### config.mk
export PLATFORM = sky130hd
export DESIGN_NAME = count_ones_seq_flat
export DESIGN_NICKNAME = d
export VERILOG_FILES = /design/src/rtl/count_ones_seq_pkg.sv /design/src/rtl/count_ones_seq_if.sv /design/src/rtl/count_ones_seq_popcount_chunk.sv /design/src/rtl/count_ones_seq.sv /design/src/flat_wrapper.sv
export SDC_FILE = /design/constraint.sdc
export NUM_CORES = 1
export LEC_CHECK = 0
export BUFFER_PORTS_ARGS = -buffer_cell sky130_fd_sc_hd__buf_2
export CAP_MARGIN = 20
export CORE_MARGIN = 2
export CORE_UTILIZATION = 45
export CTS_CLUSTER_DIAMETER = 120
export DETAILED_ROUTE_END_ITERATION = 7
export GPL_TIMING_DRIVEN = 0
export PLACE_DENSITY = 0.71
export SYNTH_ARGS = -nofsm -noshare
export SYNTH_HDL_FRONTEND = slang
export SYNTH_SLANG_ARGS = --single-unit
### constraint.sdc
create_clock -name clk -period 1.8 [get_ports clk]
set_input_delay 0.36 -clock clk [delete_from_list [all_inputs] [get_ports clk]]
set_output_delay 0.36 -clock clk [all_outputs]
set_load 0.005 [all_outputs]
### src/rtl/count_ones_seq_pkg.sv
// Shared definitions for the sequential population counter: FSM state
// encodings and a constant clog2 used to size counters at elaboration.
package count_ones_pkg;

  typedef enum logic [1:0] {
    S_IDLE  = 2'd0,
    S_COUNT = 2'd1,
    S_DONE  = 2'd2
  } state_e;

  // Smallest r with 2**r >= v; clog2(1) == 0.
  function automatic int unsigned clog2(input int unsigned v);
    int unsigned r;
    r = 0;
    for (int unsigned i = 0; i < 32; i++) begin
      if ((64'd1 << r) < 64'(v)) begin
        r = r + 1;
      end
    end
    return r;
  endfunction

endpackage

### src/rtl/count_ones_seq_if.sv
// Request/result bundle of the population counter. The requester drives
// start/mode/data; the counter returns ready/busy/done and the bit count.
interface count_ones_seq_if #(
  parameter int unsigned DATA_WIDTH  = 8,
  parameter int unsigned COUNT_WIDTH = 4
) ();

  logic                   start;
  logic                   mode;
  logic [DATA_WIDTH-1:0]  data;
  logic                   ready;
  logic                   busy;
  logic                   done;
  logic [COUNT_WIDTH-1:0] bit_count;

  modport master (
    output start,
    output mode,
    output data,
    input  ready,
    input  busy,
    input  done,
    input  bit_count
  );

  modport slave (
    input  start,
    input  mode,
    input  data,
    output ready,
    output busy,
    output done,
    output bit_count
  );

endinterface

### src/rtl/count_ones_seq_popcount_chunk.sv
// Combinational popcount of one W-bit chunk, zero-extended to CW bits.
module popcount_chunk #(
  parameter int unsigned W  = 1,
  parameter int unsigned CW = 4
) (
  input  logic [W-1:0]  chunk_i,
  output logic [CW-1:0] count_o
);

  // Ripple sum of the chunk bits.
  always_comb begin
    count_o = '0;
    for (int unsigned i = 0; i < W; i++) begin
      count_o = count_o + CW'(chunk_i[i]);
    end
  end

endmodule

### src/rtl/count_ones_seq.sv
// Sequential population counter. A word is captured on start & ready
// (inverted when counting zeros), then consumed BITS_PER_CYCLE bits per
// clock from the LSB end. With EARLY_EXIT the walk stops as soon as the
// remaining shifted word holds no ones, since further chunks add nothing.
// DATA_WIDTH must be >= 2 and a multiple of BITS_PER_CYCLE.
module count_ones_seq
  import count_ones_pkg::*;
#(
  parameter int unsigned DATA_WIDTH     = 8,
  parameter int unsigned BITS_PER_CYCLE = 1,
  parameter int unsigned COUNT_WIDTH    = clog2(DATA_WIDTH + 1),
  parameter int unsigned EARLY_EXIT     = 1
) (
  input logic             clk,
  input logic             reset,
  count_ones_seq_if.slave bus
);

  localparam int unsigned NumChunks = DATA_WIDTH / BITS_PER_CYCLE;
  localparam int unsigned ChunkCntW = (NumChunks > 1) ? clog2(NumChunks) : 1;
  localparam logic [ChunkCntW-1:0] LastChunk = ChunkCntW'(NumChunks - 1);

  state_e                 state_q, state_d;
  logic [DATA_WIDTH-1:0]  shreg_q, shreg_d;
  logic [ChunkCntW-1:0]   chunk_cnt_q, chunk_cnt_d;
  logic [COUNT_WIDTH-1:0] count_q, count_d;

  logic [DATA_WIDTH-1:0]  loaded;
  logic [DATA_WIDTH-1:0]  shifted;
  logic [COUNT_WIDTH-1:0] chunk_ones;
  logic                   early_on_load;
  logic                   early_on_shift;

  // Counting zeros is counting ones of the complemented operand.
  assign loaded  = bus.mode ? ~bus.data : bus.data;
  assign shifted = shreg_q >> BITS_PER_CYCLE;

  assign early_on_load  = (EARLY_EXIT != 0) && (loaded == '0);
  assign early_on_shift = (EARLY_EXIT != 0) && (shifted == '0);

  popcount_chunk #(
    .W  (BITS_PER_CYCLE),
    .CW (COUNT_WIDTH)
  ) u_popcount_chunk (
    .chunk_i (shreg_q[BITS_PER_CYCLE-1:0]),
    .count_o (chunk_ones)
  );

  // State and datapath registers; reset aborts any operation in flight.
  always_ff @(posedge clk) begin
    if (reset) begin
      state_q     <= S_IDLE;
      shreg_q     <= '0;
      chunk_cnt_q <= '0;
      count_q     <= '0;
    end else begin
      state_q     <= state_d;
      shreg_q     <= shreg_d;
      chunk_cnt_q <= chunk_cnt_d;
      count_q     <= count_d;
    end
  end

  // Controller next state and datapath updates.
  always_comb begin
    state_d     = state_q;
    shreg_d     = shreg_q;
    chunk_cnt_d = chunk_cnt_q;
    count_d     = count_q;

    unique case (state_q)
      S_IDLE: begin
        if (bus.start) begin
          shreg_d     = loaded;
          chunk_cnt_d = '0;
          count_d     = '0;
          // Nothing to count: skip straight to the result pulse.
          state_d     = early_on_load ? S_DONE : S_COUNT;
        end
      end

      S_COUNT: begin
        count_d     = count_q + chunk_ones;
        shreg_d     = shifted;
        chunk_cnt_d = chunk_cnt_q + ChunkCntW'(1);
        if ((chunk_cnt_q == LastChunk) || early_on_shift) begin
          state_d = S_DONE;
        end
      end

      S_DONE: begin
        // start is deliberately ignored here; ready rises next cycle.
        state_d = S_IDLE;
      end

      default: begin
        state_d = S_IDLE;
      end
    endcase
  end

  // Moore outputs decoded from the state register.
  assign bus.ready     = (state_q == S_IDLE);
  assign bus.busy      = (state_q == S_COUNT);
  assign bus.done      = (state_q == S_DONE);
  assign bus.bit_count = count_q;

endmodule

### src/flat_wrapper.sv
// flat-port wrapper written by rule: the top's interface ports become plain ports
module count_ones_seq_flat import count_ones_pkg::*;
#(
  parameter int unsigned DATA_WIDTH     = 8,
  parameter int unsigned BITS_PER_CYCLE = 1,
  parameter int unsigned COUNT_WIDTH    = clog2(DATA_WIDTH + 1),
  parameter int unsigned EARLY_EXIT     = 1
)
  (clk, reset, bus_start, bus_mode, bus_data, bus_ready, bus_busy, bus_done, bus_bit_count);
  count_ones_seq_if #(.DATA_WIDTH(DATA_WIDTH), .COUNT_WIDTH(COUNT_WIDTH)) bus_i ();
  input logic clk;
  input logic reset;
  input wire logic [$bits(bus_i.start)-1:0] bus_start;
  input wire logic [$bits(bus_i.mode)-1:0] bus_mode;
  input wire logic [$bits(bus_i.data)-1:0] bus_data;
  output wire logic [$bits(bus_i.ready)-1:0] bus_ready;
  output wire logic [$bits(bus_i.busy)-1:0] bus_busy;
  output wire logic [$bits(bus_i.done)-1:0] bus_done;
  output wire logic [$bits(bus_i.bit_count)-1:0] bus_bit_count;
  assign bus_i.start = bus_start;
  assign bus_i.mode = bus_mode;
  assign bus_i.data = bus_data;
  assign bus_ready = bus_i.ready;
  assign bus_busy = bus_i.busy;
  assign bus_done = bus_i.done;
  assign bus_bit_count = bus_i.bit_count;
  count_ones_seq #(.DATA_WIDTH(DATA_WIDTH), .BITS_PER_CYCLE(BITS_PER_CYCLE), .COUNT_WIDTH(COUNT_WIDTH), .EARLY_EXIT(EARLY_EXIT)) u_core (.clk(clk), .reset(reset), .bus(bus_i));
endmodule
======== Word level (Yosys, flattened, before mapping) ========
Cells that the tools add are included.
word-level totals
  output and inout port bits .............. 7
  bits in read-only memories .............. 0
  bits in latches ......................... 0
  register bits ........................... 17
  word-level logic and storage cells ...... 30
  input bits .............................. 12
  memory bits (writable) .................. 0
  memories kept ........................... 0
cells by class
  $mul .................................... 0
  reductions and logical operators ........ 7
  equal/unequal tests ..................... 5
  bitwise operators ....................... 1
  div/mod/pow operators ................... 0
  $lt $le $gt $ge ......................... 0
  add/subtract/negate cells ............... 2
  shift-type cells ........................ 0
  multiplexer cells ....................... 11
operators with widths
  cell                   count
  $logic_not A8 Y1       2
  $mux W8                2
  $pmux W8 S2            1
  $not A8 Y8             1
  $pmux W4 S2            1
  $mux W2                3
  $pmux W3 S2            1
  $add A4 B1 Y4          1
  $mux W4                1
  $pmux W2 S2            1
  $reduce_and A2 Y1      2
  $add A3 B1 Y3 const B  1
  $eq A3 B3 Y1 const B   1
  $mux W3                1
  $eq A2 B1 Y1 const B   1
  $eq A2 B2 Y1 const B   1
  $logic_not A2 Y1       1
  $ne A2 B1 Y1 const B   1
  $ne A2 B2 Y1 const B   1
  $reduce_bool A2 Y1     1
  $logic_or A1 B1 Y1     1

======== Longest topological paths before layout ========
Gate-level depths: netlist of the first run.
  word-level depth ........................ 6
  depth in mapped cells ................... 5
  depth with buffers taken out ............ 5

======== Cells and area by module ========
Synthesis of the first run repeated with hierarchy kept, for this count alone.
second synthesis, totals
  cell total of the unflattened synthesis .. 103
  area, all modules ....................... 998.5 um^2
by module, submodules not included
  module          instances  area each (um^2)  cells each  sequential area each (um^2)
  count_ones_seq  1          964.7             98          340.3
  popcount_chunk  1          33.8              5           0.0

======== Worst setup path before layout of the first run ========
No wires, ideal clock.
  kind .................................... input -> register
  from .................................... input port bus_data[2]
  to ...................................... register u_core.state_q[1]
  library setup time ...................... 100 ps
  path buffers ............................ 0
  required time ........................... 1700 ps
  data arrival time ....................... 1414 ps
  cell stages on the path ................. 4
  path slack .............................. 287 ps
  cells stage by stage .................... or4_1 -> mux2i_1 -> nand2_1 -> a2111oi_4
between the ends
  longest elaborated chain between the ends .. 6
RTL lines
  element               line                  source
  from (decl)           flat_wrapper.sv:15    input wire logic [$bits(bus_i.data)-1:0] bus_data;
  $not A8 Y8            count_ones_seq.sv:35  assign loaded = bus.mode ? ~bus.data : bus.data;
  $mux W8 *             count_ones_seq.sv:35
  $logic_not A8 Y1 *    count_ones_seq.sv:38  assign early_on_load = (EARLY_EXIT != 0) && (loaded == '0);
  $mux W2 *             count_ones_seq.sv:78  state_d = early_on_load ? S_DONE : S_COUNT;
  $mux W2 *             count_ones_seq.sv:73  if (bus.start) begin
  $pmux W2 S2 *         count_ones_seq.sv:71  unique case (state_q)
  to (signal assigned)  count_ones_seq.sv:57  state_q <= state_d;
  to (decl)             count_ones_seq.sv:23  state_e state_q, state_d;
Every way passes the cells marked *; elsewhere a longest branch is shown, timed or not. The select of a mux whose other input is x is not followed.
A chain may end at the register's enable or synchronous reset.

======== Worst setup path after layout of the first run ========
  from .................................... register u_core.state_q[0]
  to ...................................... output port bus_busy
between the ends
  longest elaborated chain between the ends .. 1
RTL lines
  element       line                   source
  $eq A2 B1 Y1  count_ones_seq.sv:104  assign bus.busy = (state_q == S_COUNT);
  to (decl)     flat_wrapper.sv:17     output wire logic [$bits(bus_i.busy)-1:0] bus_busy;
No other way between the ends.

==> results of run 1 <==
-- final timing paths --
kind	to	slack, ps	cells past startpoint
setup / recovery	bus_busy	210	3
hold / removal	u_core.state_q[1]	300	2
setup reg to reg	u_core.shreg_q[1]	400	3
hold reg to reg	u_core.chunk_cnt_q[0]	480	1
-- layout make-up --
class	instances	share of cell area
buffer	5	0.0384
multi-input combinational	67	0.500
sequential	17	0.316
clock buffer	4	0.0244
timing repair buffer	17	0.0791
inverter	3	0.0105
tap	27	0.0314
-- layer usage --
| metal | GRT usage | part of all wire | wire length [µm] | vias to the layer above |
|---|---|---|---|---|
| met1 | 0.218 | 0.47 | 904 | 373 |
| met3 | 0.0545 | 0.030 | 57 | 0 |
| met5 | 0 | 0 | 0 | - |
| met2 | 0.304 | 0.50 | 962 | 10 |
| met4 | 0.0139 | 0 | 0 | 0 |
| li1 | - | - | - | 392 |
-- power by group through the flow --
stage / clock (mW) / sequential [mW] / combinational (mW)
after detailed placement: 0 / 0.471 / 0.290
after global routing: 0.220 / 0.468 / 0.319
after floorplan: 0 / 0.460 / 0.220
final: 0.200 / 0.463 / 0.289
after global placement: 0 / 0.469 / 0.281
after CTS: 0.206 / 0.462 / 0.291
-- cell families after synthesis --
kind of cell	synth area share
simple gates	0.144
fa+ha+maj	0.0538
flops	0.366
mux	0.0336
buf+inv	0.0552
compound gates	0.272
xor+xnor	0.0754
-- flip-flops by register name, indices dropped and copies added (netlist names) --
register              flops
u_core.chunk_cnt_q        3
u_core.bus.bit_count      4
u_core.shreg_q            8
u_core.state_q            2
-- synth_stat cells --
library cell and count:
a211oi_2 1, clkinv_1 1, nor2_1 12, or4_1 2
dfxtp_1 17, nand2_1 1, nand2b_2 1, clkbuf_8 1
xor2_1 1, nor4_1 1, a211oi_1 1, mux2i_1 2
a21oi_1 1, and3_1 1, nand3_1 1, a32oi_1 1
a2111oi_4 1, inv_1 2, nor3_1 1, a22o_1 1
ha_1 4, a22oi_1 5, or2_0 1, xnor2_1 7
nand3b_1 1, mux2_2 1, clkbuf_1 2, o221a_2 7
buf_6 1, a2bb2oi_1 7, nand4_1 2, buf_4 1
o21ai_1 1, nor2b_1 2
-- through the flow --
| stage | area (µm²) | hold slack (ps) |
|---|---|---|
| global route | 1080 | 297 |
| CTS | 1070 | 296 |
| global placement | 1050 | 460 |
| detailed placement | 1050 | 466 |
| floorplan | 930 | 442 |
| finish | 1080 | 296 |
-- critical path: stages, from the launching register on --
cell      delay [ps]
dfxtp_1          480
nand2b_2         120
inv_1            190
buf_2            160
==> results.sh, run 1 <==
export IMPL_syn_to_final_growth_pct=15.7
export IMPL_fin_tns_setup_ps=0
export IMPL_p_leak_nw=0.463
export IMPL_multi_input_area_um2=538
export IMPL_synth_top_area_frac=0.366
export IMPL_place_detailed_hpwl_mm=1.44
export IMPL_hold_path_class="input port to register"
export IMPL_power_switching_mw=0.298
export IMPL_start_util=0.474
export IMPL_rsz0062_at_grt="false"
export IMPL_rows=16
export IMPL_netlist_instances=92
export IMPL_fill_cells=207
export IMPL_ios=19
export IMPL_hold_viol=0
export IMPL_ctsHoldBuffers=0
export IMPL_dp_cells=136
export IMPL_cts_made_buffers=3
export IMPL_clkTransAtPathRegs_ps=100
export IMPL_required_ps=1440
export IMPL_status="finished clean"
export IMPL_post_cts_resized=0
export IMPL_grt_pass1_wl_mm=3.33
export IMPL_startpoint_type="register"
export IMPL_avgViaCountPerCell=5.54
export IMPL_core_mm2=0.00196
export IMPL_worst_path_max_fanout=7
export IMPL_synth_nets=108
export IMPL_r2r_start="u_core.state_q[0]"
export IMPL_synth_area_um2=930
export IMPL_dieArea_mm2=0.00245
export IMPL_fin_cells=140
export IMPL_power_frac_clock=0.210
export IMPL_ys_ff_latch=17
export IMPL_syn_area_per_cell_um2=10.1
export IMPL_port_buffers=17
export IMPL_synthTopCellsByArea="dfxtp_1 (37%), o221a_2 (8.5%), a2bb2oi_1 (6.6%), xnor2_1 (6.6%), ha_1 (5.4%)"
export IMPL_worstSetupPathType="register to primary output"
export IMPL_intPower_mw=0.654
export IMPL_dieWidth_um=49.5
export IMPL_endpoint_kind="primary output"
export IMPL_yosys_area_top_type="dfxtp_1"
export IMPL_vias=775
export IMPL_finalWorstSetupSlack_ps=210
export IMPL_drv_slew=0
export IMPL_place_ws_ps=29.7
export IMPL_cts_root_buf="clkbuf_4"
export IMPL_power_density_mw_per_mm2=884
export IMPL_min_from="reset"
export IMPL_drc_errors=0
export IMPL_postLayoutCoreUtil=0.548
export IMPL_cts_setup_buffers=0
export IMPL_grt_usage=0.174
export IMPL_antenna_cells=0
export IMPL_swShare=0.313
export IMPL_cp_data_arrival_time_ps=1230
export IMPL_period_share=0.883
export IMPL_post_drt_wl_per_cell_um=13.7
export IMPL_peakVddDrop_v=0.000546
export IMPL_yosys_warnings=0
export IMPL_clkSinkCount=17
export IMPL_htreeDepth=1
export IMPL_synth_cell_types=34
export IMPL_period_minus_slack_ps=1590
export IMPL_dieHeight_um=49.5
export IMPL_seq_area_frac_synth=0.366
export IMPL_grt_start_max_net_pins=11
export IMPL_grt_pass1_vias=753
export IMPL_pwr_share_seq=0.487
export IMPL_final_cell_mix="buf_2 (17), dfxtp_1 (17), nor2_1 (12)"
export IMPL_slew_headroom=0.603
export IMPL_cap_violations=0
export IMPL_p_total_mw=0.951
export IMPL_insertion_delay_ps=290
export IMPL_drt_wl_total_mm=1.92
export IMPL_antenna_found_initial=0
export IMPL_drive_above_1_share=0.310
export IMPL_combPwrFrac=0.304
export IMPL_dr_pass1_iters=4
export IMPL_worst_pin_slew_ps=594
export IMPL_finalNetCount=130
export IMPL_seqCellArea_um2=340
export IMPL_grt_overflow_total=0
export IMPL_finalClockSkew_ps=4.99
export IMPL_clockBufferDepth=2
export IMPL_gp_congestion=0.739
export IMPL_antenna_left=0
export IMPL_drtIter0Drc=11
export IMPL_cts_tree="built"
export IMPL_crit_start="u_core.state_q[0]"
export IMPL_setup_violations=0
export IMPL_fmax_ghz=0.629
(Power assumes the default switching activity.)
==> run 2, diff against run 1 <==
- PLACE_DENSITY: 0.71 -> 0.7
- SYNTH_HIERARCHICAL: not set -> 1
- clock period: 1.8 -> 1.7 ns (I/O delays scaled with it)
==> run 2 against run 1 <==
  * Via count grew 9.0%
  * Flip-flop and latch count unchanged
  * Critical path depth is the same
  * Sequential share of layout area is 2.2 points lower
  * Sequential power grew 9.5%
  * Non-clock buffer count increased by 4
  * Global-route usage up 1.2 points
  * Synthesized cell count grew 12%
==> results.sh, run 2 <==
export IMPL_critPathTopFamily="buffers and inverters"
export IMPL_p_total_mw=1.08
export IMPL_start_util=0.465
export IMPL_clockBufferDepth=2
export IMPL_clkTransAtPathRegs_ps=100
export IMPL_ys_top_cells_by_count="dfxtp_1 (17), nor2_1 (9), a2bb2oi_1 (7), xnor2_1 (7), o221a_2 (6)"
export IMPL_avgViaCountPerCell=5.49
export IMPL_finalClockSkew_ps=11.0
export IMPL_grt_overflow_total=0
export IMPL_largest_register_ff_count=8
export IMPL_cp_slowest_cell="dfxtp_1"
export IMPL_drv_slew=0
export IMPL_peakVddDrop_v=0.000572
export IMPL_synth_compound_area_frac=0.251
export IMPL_cp_data_arrival_time_ps=1220
export IMPL_syn_to_final_growth_pct=15.7
export IMPL_grt_usage=0.186
export IMPL_antenna_found_initial=0
export IMPL_setup_violations=0
export IMPL_clkSinkCount=17
export IMPL_synth_area_um2=998
export IMPL_rows=17
export IMPL_critPathBufInv=2
export IMPL_synth_top_area_frac=0.341
export IMPL_gp_congestion=0.766
export IMPL_grt_pass1_wl_mm=3.63
export IMPL_grt_start_max_net_pins=11
export IMPL_drc_errors=0
export IMPL_ctsHoldBuffers=0
export IMPL_yosys_area_share_simple=0.153
export IMPL_yosys_area_top_type="dfxtp_1"
export IMPL_drt_wl_total_mm=2.15
export IMPL_post_drt_wl_per_cell_um=13.9
export IMPL_ios=19
export IMPL_finalNetCount=145
export IMPL_postLayoutCoreUtil=0.538
export IMPL_dr_pass1_iters=5
export IMPL_synth_most_common_cell="dfxtp_1"
export IMPL_status="finished clean"
export IMPL_worstSetupPathType="register to primary output"
export IMPL_cts_made_buffers=3
export IMPL_dieHeight_um=51.1
export IMPL_hold_path_class="input port to register"
export IMPL_ys_async_sr_fraction=0
export IMPL_largest_register="u_core/shreg_q"
export IMPL_crit_chain="nand2b_1, clkinv_1, buf_2"
export IMPL_insertion_delay_ps=290
export IMPL_antenna_left=0
export IMPL_hold_viol=0
export IMPL_synth_top_family_by_area="compound AO/OA/AOI/OAI gates"
export IMPL_final_common_cell="buf_2"
export IMPL_worst_path_max_fanout=8
export IMPL_synth_ff_type="dfxtp_1"
export IMPL_synth_mux_area_frac=0.0201
export IMPL_finalWorstSetupSlack_ps=137
export IMPL_cts_root_buf="clkbuf_4"
export IMPL_final_cell_mix="buf_2 (19), dfxtp_1 (17), nor2_1 (9)"
export IMPL_synth_edf_count=0
export IMPL_startpoint_type="register"
export IMPL_netlist_instances=103
export IMPL_synth_cell_types=39
export IMPL_grt_pass1_vias=804
export IMPL_synth_xor_area_frac=0.0789
export IMPL_drive_above_1_share=0.310
export IMPL_dieArea_mm2=0.00261
export IMPL_core_mm2=0.00215
export IMPL_yosys_warnings=6
export IMPL_p_leak_nw=0.522
export IMPL_synthTopCellsByArea="dfxtp_1 (34%), o221a_2 (6.8%), ha_1 (6.3%), a2bb2oi_1 (6.1%), xnor2_1 (6.1%)"
export IMPL_fmax_ghz=0.640
export IMPL_fill_cells=210
export IMPL_dieWidth_um=51.1
export IMPL_htreeDepth=1
export IMPL_ys_ff_latch=17
export IMPL_cts_tree="built"
export IMPL_drtIter0Drc=21
export IMPL_period_share=0.919
export IMPL_period_minus_slack_ps=1560
export IMPL_place_detailed_hpwl_mm=1.64
export IMPL_rsz0062_at_grt="false"
export IMPL_vias=845
export IMPL_fin_tns_setup_ps=0
export IMPL_syn_area_per_cell_um2=9.69
export IMPL_port_buffers=17
export IMPL_place_ws_ps=197
export IMPL_required_ps=1360
export IMPL_power_density_mw_per_mm2=936
export IMPL_cpPeakStageDelay_ps=350
export IMPL_seq_area_frac_synth=0.341
export IMPL_synth_adder_area_share=0.0827
export IMPL_antenna_cells=0
export IMPL_cap_violations=0
export IMPL_endpoint_kind="primary output"
[run 2: worst paths after layout]
| path | from | end | slack, ps | cells past startpoint |
|---|---|---|---|---|
| hold / removal | bus_start | u_core/shreg_q[7] | 350 | 3 |
| setup / recovery | u_core/state_q[1] | bus_busy | 140 | 3 |
| setup reg to reg | u_core/shreg_q[0] | u_core/bus.bit_count[2] | 200 | 6 |
| hold reg to reg | u_core/chunk_cnt_q[0] | u_core/chunk_cnt_q[0] | 500 | 1 |
[run 2: area by class of cell]
type | instances | area, µm² | share of cell area
clock inverter | 1 | 5.00 | 0.00433
multi-input combinational | 76 | 596 | 0.516
tap | 28 | 35.0 | 0.0303
inverter | 3 | 11.3 | 0.00975
clock buffer | 3 | 22.5 | 0.0195
sequential | 17 | 340 | 0.295
timing repair buffer | 17 | 85.1 | 0.0737
buffer | 9 | 60.1 | 0.0520
[run 2: repair_timing]
action / CTS / global route
hold endpoints to repair: 0 / 0
setup endpoints to repair: 1 / 0
resized for setup: 1 / 0
setup buffers: 0 / 0
[run 2: worst register-to-register path: cells and delay by family, from the launching register on]
family | cells | cell delay (ps)
buffers and inverters | 1 | 130
AOI/OAI and AO/OA | 1 | 140
and+or+nand+nor | 1 | 50
xor gates and xnor gates | 1 | 150
DFF | 1 | 330
adders and majority gates | 2 | 600
[run 2: per-stage QoR]
step           instance area [µm²]  instances  hold WS [ps]
6_report                      1150        154           348
5_1_grt                       1150        154           364
4_1_cts                       1150        154           342
3_5_place_dp                  1130        150           473
3_3_place_gp                  1130        150           458
2_1_floorplan                 1010        105           444
[run 2: cell families after synthesis]
family	count (synthesis)
AO/OA/AOI/OAI	29
AND/OR/NAND/NOR	27
flip-flops	17
buffers and inverters	12
XOR/XNOR	9
adder cells (fa/ha/maj)	6
multiplexers	2
other	1
[run 2: power by group]
| part | internal, mW | switching [mW] |
|---|---|---|
| Clock | 0.0873 | 0.131 |
| Sequential | 0.457 | 0.0502 |
| Combinational | 0.181 | 0.174 |
| Total | 0.725 | 0.355 |
[run 2: metal layers]
layer	up-vias	GRT usage	wire length, µm
met2	18	0.331	1100
met5	-	0	0
met1	395	0.224	935
li1	430	-	-
met4	0	0.0676	17
met3	2	0.0263	94
==> run 3, diff against run 2 <==
- PLACE_DENSITY: 0.7 -> 0.73
- RECOVER_POWER: not set -> 25
- clock period: 1.7 -> 1.28 ns (I/O delays scaled with it)
==> run 3 against run 2 <==
  * The run now ends with negative setup slack left
  * Clock skew down 1.3 ps
  * First-iteration DRC count up 9.5%
  * Sequential power up 37%
  * Largest cell class unchanged
  * Non-clock buffer count up 2
  * Combinational power up 45%
  * Register-to-register slack worse by 240 ps
  * Wire length down 2.8%
  * Clock-buffer cell count unchanged
  * Worst setup slack worse by 180 ps
  * Utilization up 3.7 points
==> results.sh, run 3 (same netlist as run 2, synthesis figures left out) <==
export IMPL_cap_violations=0
export IMPL_finalClockSkew_ps=9.65
export IMPL_drive_above_1_share=0.438
export IMPL_drtIter0Drc=23
export IMPL_hold_path_class="input port to register"
export IMPL_rows=17
export IMPL_antenna_left=0
export IMPL_cts_root_buf="clkbuf_4"
export IMPL_syn_to_final_growth_pct=23.6
export IMPL_startpoint_type="register"
export IMPL_final_cell_mix="buf_2 (19), dfxtp_1 (11), nor2_1 (8)"
export IMPL_largest_register="u_core/shreg_q"
export IMPL_avgViaCountPerCell=5.35
export IMPL_seqCellArea_um2=350
export IMPL_vias=835
export IMPL_dr_pass1_iters=4
export IMPL_cpPeakStageDelay_ps=360
export IMPL_p_total_mw=1.49
export IMPL_antenna_cells=0
export IMPL_start_util=0.465
export IMPL_power_density_mw_per_mm2=1210
export IMPL_dieHeight_um=51.1
export IMPL_peakVddDrop_v=0.000736
export IMPL_r2r_end="u_core/bus.bit_count[3]"
export IMPL_antenna_found_initial=0
export IMPL_violations="negative setup slack"
export IMPL_endpoint_kind="register"
export IMPL_cp_data_arrival_time_ps=1500
export IMPL_htreeDepth=1
export IMPL_r2r_start="u_core/bus.bit_count[1]"
export IMPL_status="finished, violations left"
export IMPL_grt_pass1_vias=785
export IMPL_hold_viol=0
export IMPL_worstRegToRegCells=5
export IMPL_clkSinkCount=17
export IMPL_grt_overflow_total=0
export IMPL_holdWs_ps=257
export IMPL_fill_cells=191
export IMPL_fin_cells=156
export IMPL_crit_start="u_core/bus.bit_count[1]"
export IMPL_endpoint="u_core/bus.bit_count[3]"
export IMPL_fin_tns_setup_ps=-83.6
export IMPL_place_detailed_hpwl_mm=1.59
export IMPL_grt_usage=0.176
export IMPL_multi_input_area_um2=637
export IMPL_largest_register_ff_count=8
export IMPL_cp_slowest_cell="dfxtp_2"
export IMPL_ios=19
export IMPL_insertion_delay_ps=290
export IMPL_p_leak_nw=0.539
export IMPL_reg2reg_slack_ps=-40
export IMPL_setup_violations=3
export IMPL_drv_slew=0
export IMPL_rsz0062_at_grt="true"
export IMPL_top_layer_used="met4"
export IMPL_final_common_cell="buf_2"
export IMPL_finalNetCount=147
export IMPL_crit_chain="ha_1, a21o_1, a21oi_2, a2111oi_0, nand3b_1"
export IMPL_gp_congestion=0.785
export IMPL_wl_met2_mm=1.01
export IMPL_worstSetupPathType="register to register"
export IMPL_core_mm2=0.00215
export IMPL_clockBufferDepth=2
export IMPL_port_buffers=17
export IMPL_period_share=1.03
export IMPL_drt_met1_wl_um=970
export IMPL_period_minus_slack_ps=1320
export IMPL_dp_cells=150
export IMPL_drc_errors=0
export IMPL_fmax_ghz=0.756
export IMPL_clkTransAtPathRegs_ps=100
export IMPL_dieWidth_um=51.1
export IMPL_finalWorstSetupSlack_ps=-42.4
export IMPL_cts_made_buffers=3
export IMPL_ctsHoldBuffers=0
export IMPL_grt_pass1_wl_mm=3.45
export IMPL_cts_tree="built"
export IMPL_drt_wl_total_mm=2.09
export IMPL_worst_path_max_fanout=4
export IMPL_grt_start_max_net_pins=11
export IMPL_postLayoutCoreUtil=0.574
export IMPL_dieArea_mm2=0.00261
export IMPL_post_drt_wl_per_cell_um=13.4
export IMPL_wl_met3_um=86
export IMPL_required_ps=1460
## run 3: changes by cell type in the layout (fill, tap and decap cells not counted), moves of 2 or more
| cell | before | now |
|---|---|---|
| buf_4 | 4 | 6 |
| nor2_4 | 0 | 2 |
| dfxtp_2 | 0 | 5 |
| ha_2 | 0 | 2 |
| dfxtp_1 | 17 | 11 |
| ha_1 | 5 | 2 |
## run 3: how the worst min path moves through the flow
stage	from	endpoint	cells past startpoint
final	reset	u_core/state_q[0]	2
after global routing	reset	u_core/state_q[0]	2
after CTS	reset	u_core/bus.bit_count[0]	2
after detailed placement	u_core/chunk_cnt_q[0]	u_core/chunk_cnt_q[0]	1
after global placement	u_core/chunk_cnt_q[0]	u_core/chunk_cnt_q[0]	1
after floorplan	bus_start	u_core/shreg_q[7]	2
## run 3: worst max-delay path: cells and delay by family, from the launching register on
kind	cells	cell delay, ps
AO/OA/AOI/OAI	3	400
adder cells (fa/ha/maj)	1	290
flip-flops	1	360
AND/OR/NAND/NOR	1	170
## run 3: power by group
group | switching [mW] | internal [mW] | total, mW
clock network | 0.167 | 0.116 | 0.283
registers | 0.0811 | 0.612 | 0.693
logic | 0.239 | 0.275 | 0.514
## run 3: per-stage QoR
| stage | setup slack [ps] | instance area (µm²) |
|---|---|---|
| global placement | -65.4 | 1150 |
| CTS | -75.4 | 1200 |
| global route | -106 | 1230 |
| floorplan | -23.3 | 1030 |
| finish | -42.4 | 1230 |
| detailed placement | -99.6 | 1150 |
## run 3: timing repair
| action | 4_1_cts | 5_1_grt |
|---|---|---|
| pin swaps | 8 | 6 |
| resized for setup | 9 | 9 |
| endpoints found under the setup margin | 14 | 9 |
| setup buffers | 2 | 1 |
| gates cloned | 0 | 0 |
## run 3: routing by layer
metal | up-vias | GRT usage
met5 | - | 0
met1 | 379 | 0.212
met3 | 2 | 0.0468
met4 | 0 | 0.0586
met2 | 21 | 0.301
li1 | 433 | -
## run 3: layout make-up
| class | count | share of cell area |
|---|---|---|
| clock inverters | 1 | 0.00406 |
| clock buffers | 3 | 0.0183 |
| repair buffers | 20 | 0.0872 |
| well taps | 28 | 0.0284 |
| multi-input cells | 76 | 0.516 |
| flip-flops and latches | 17 | 0.284 |
| inverters | 3 | 0.0101 |
| plain buffers | 8 | 0.0517 |
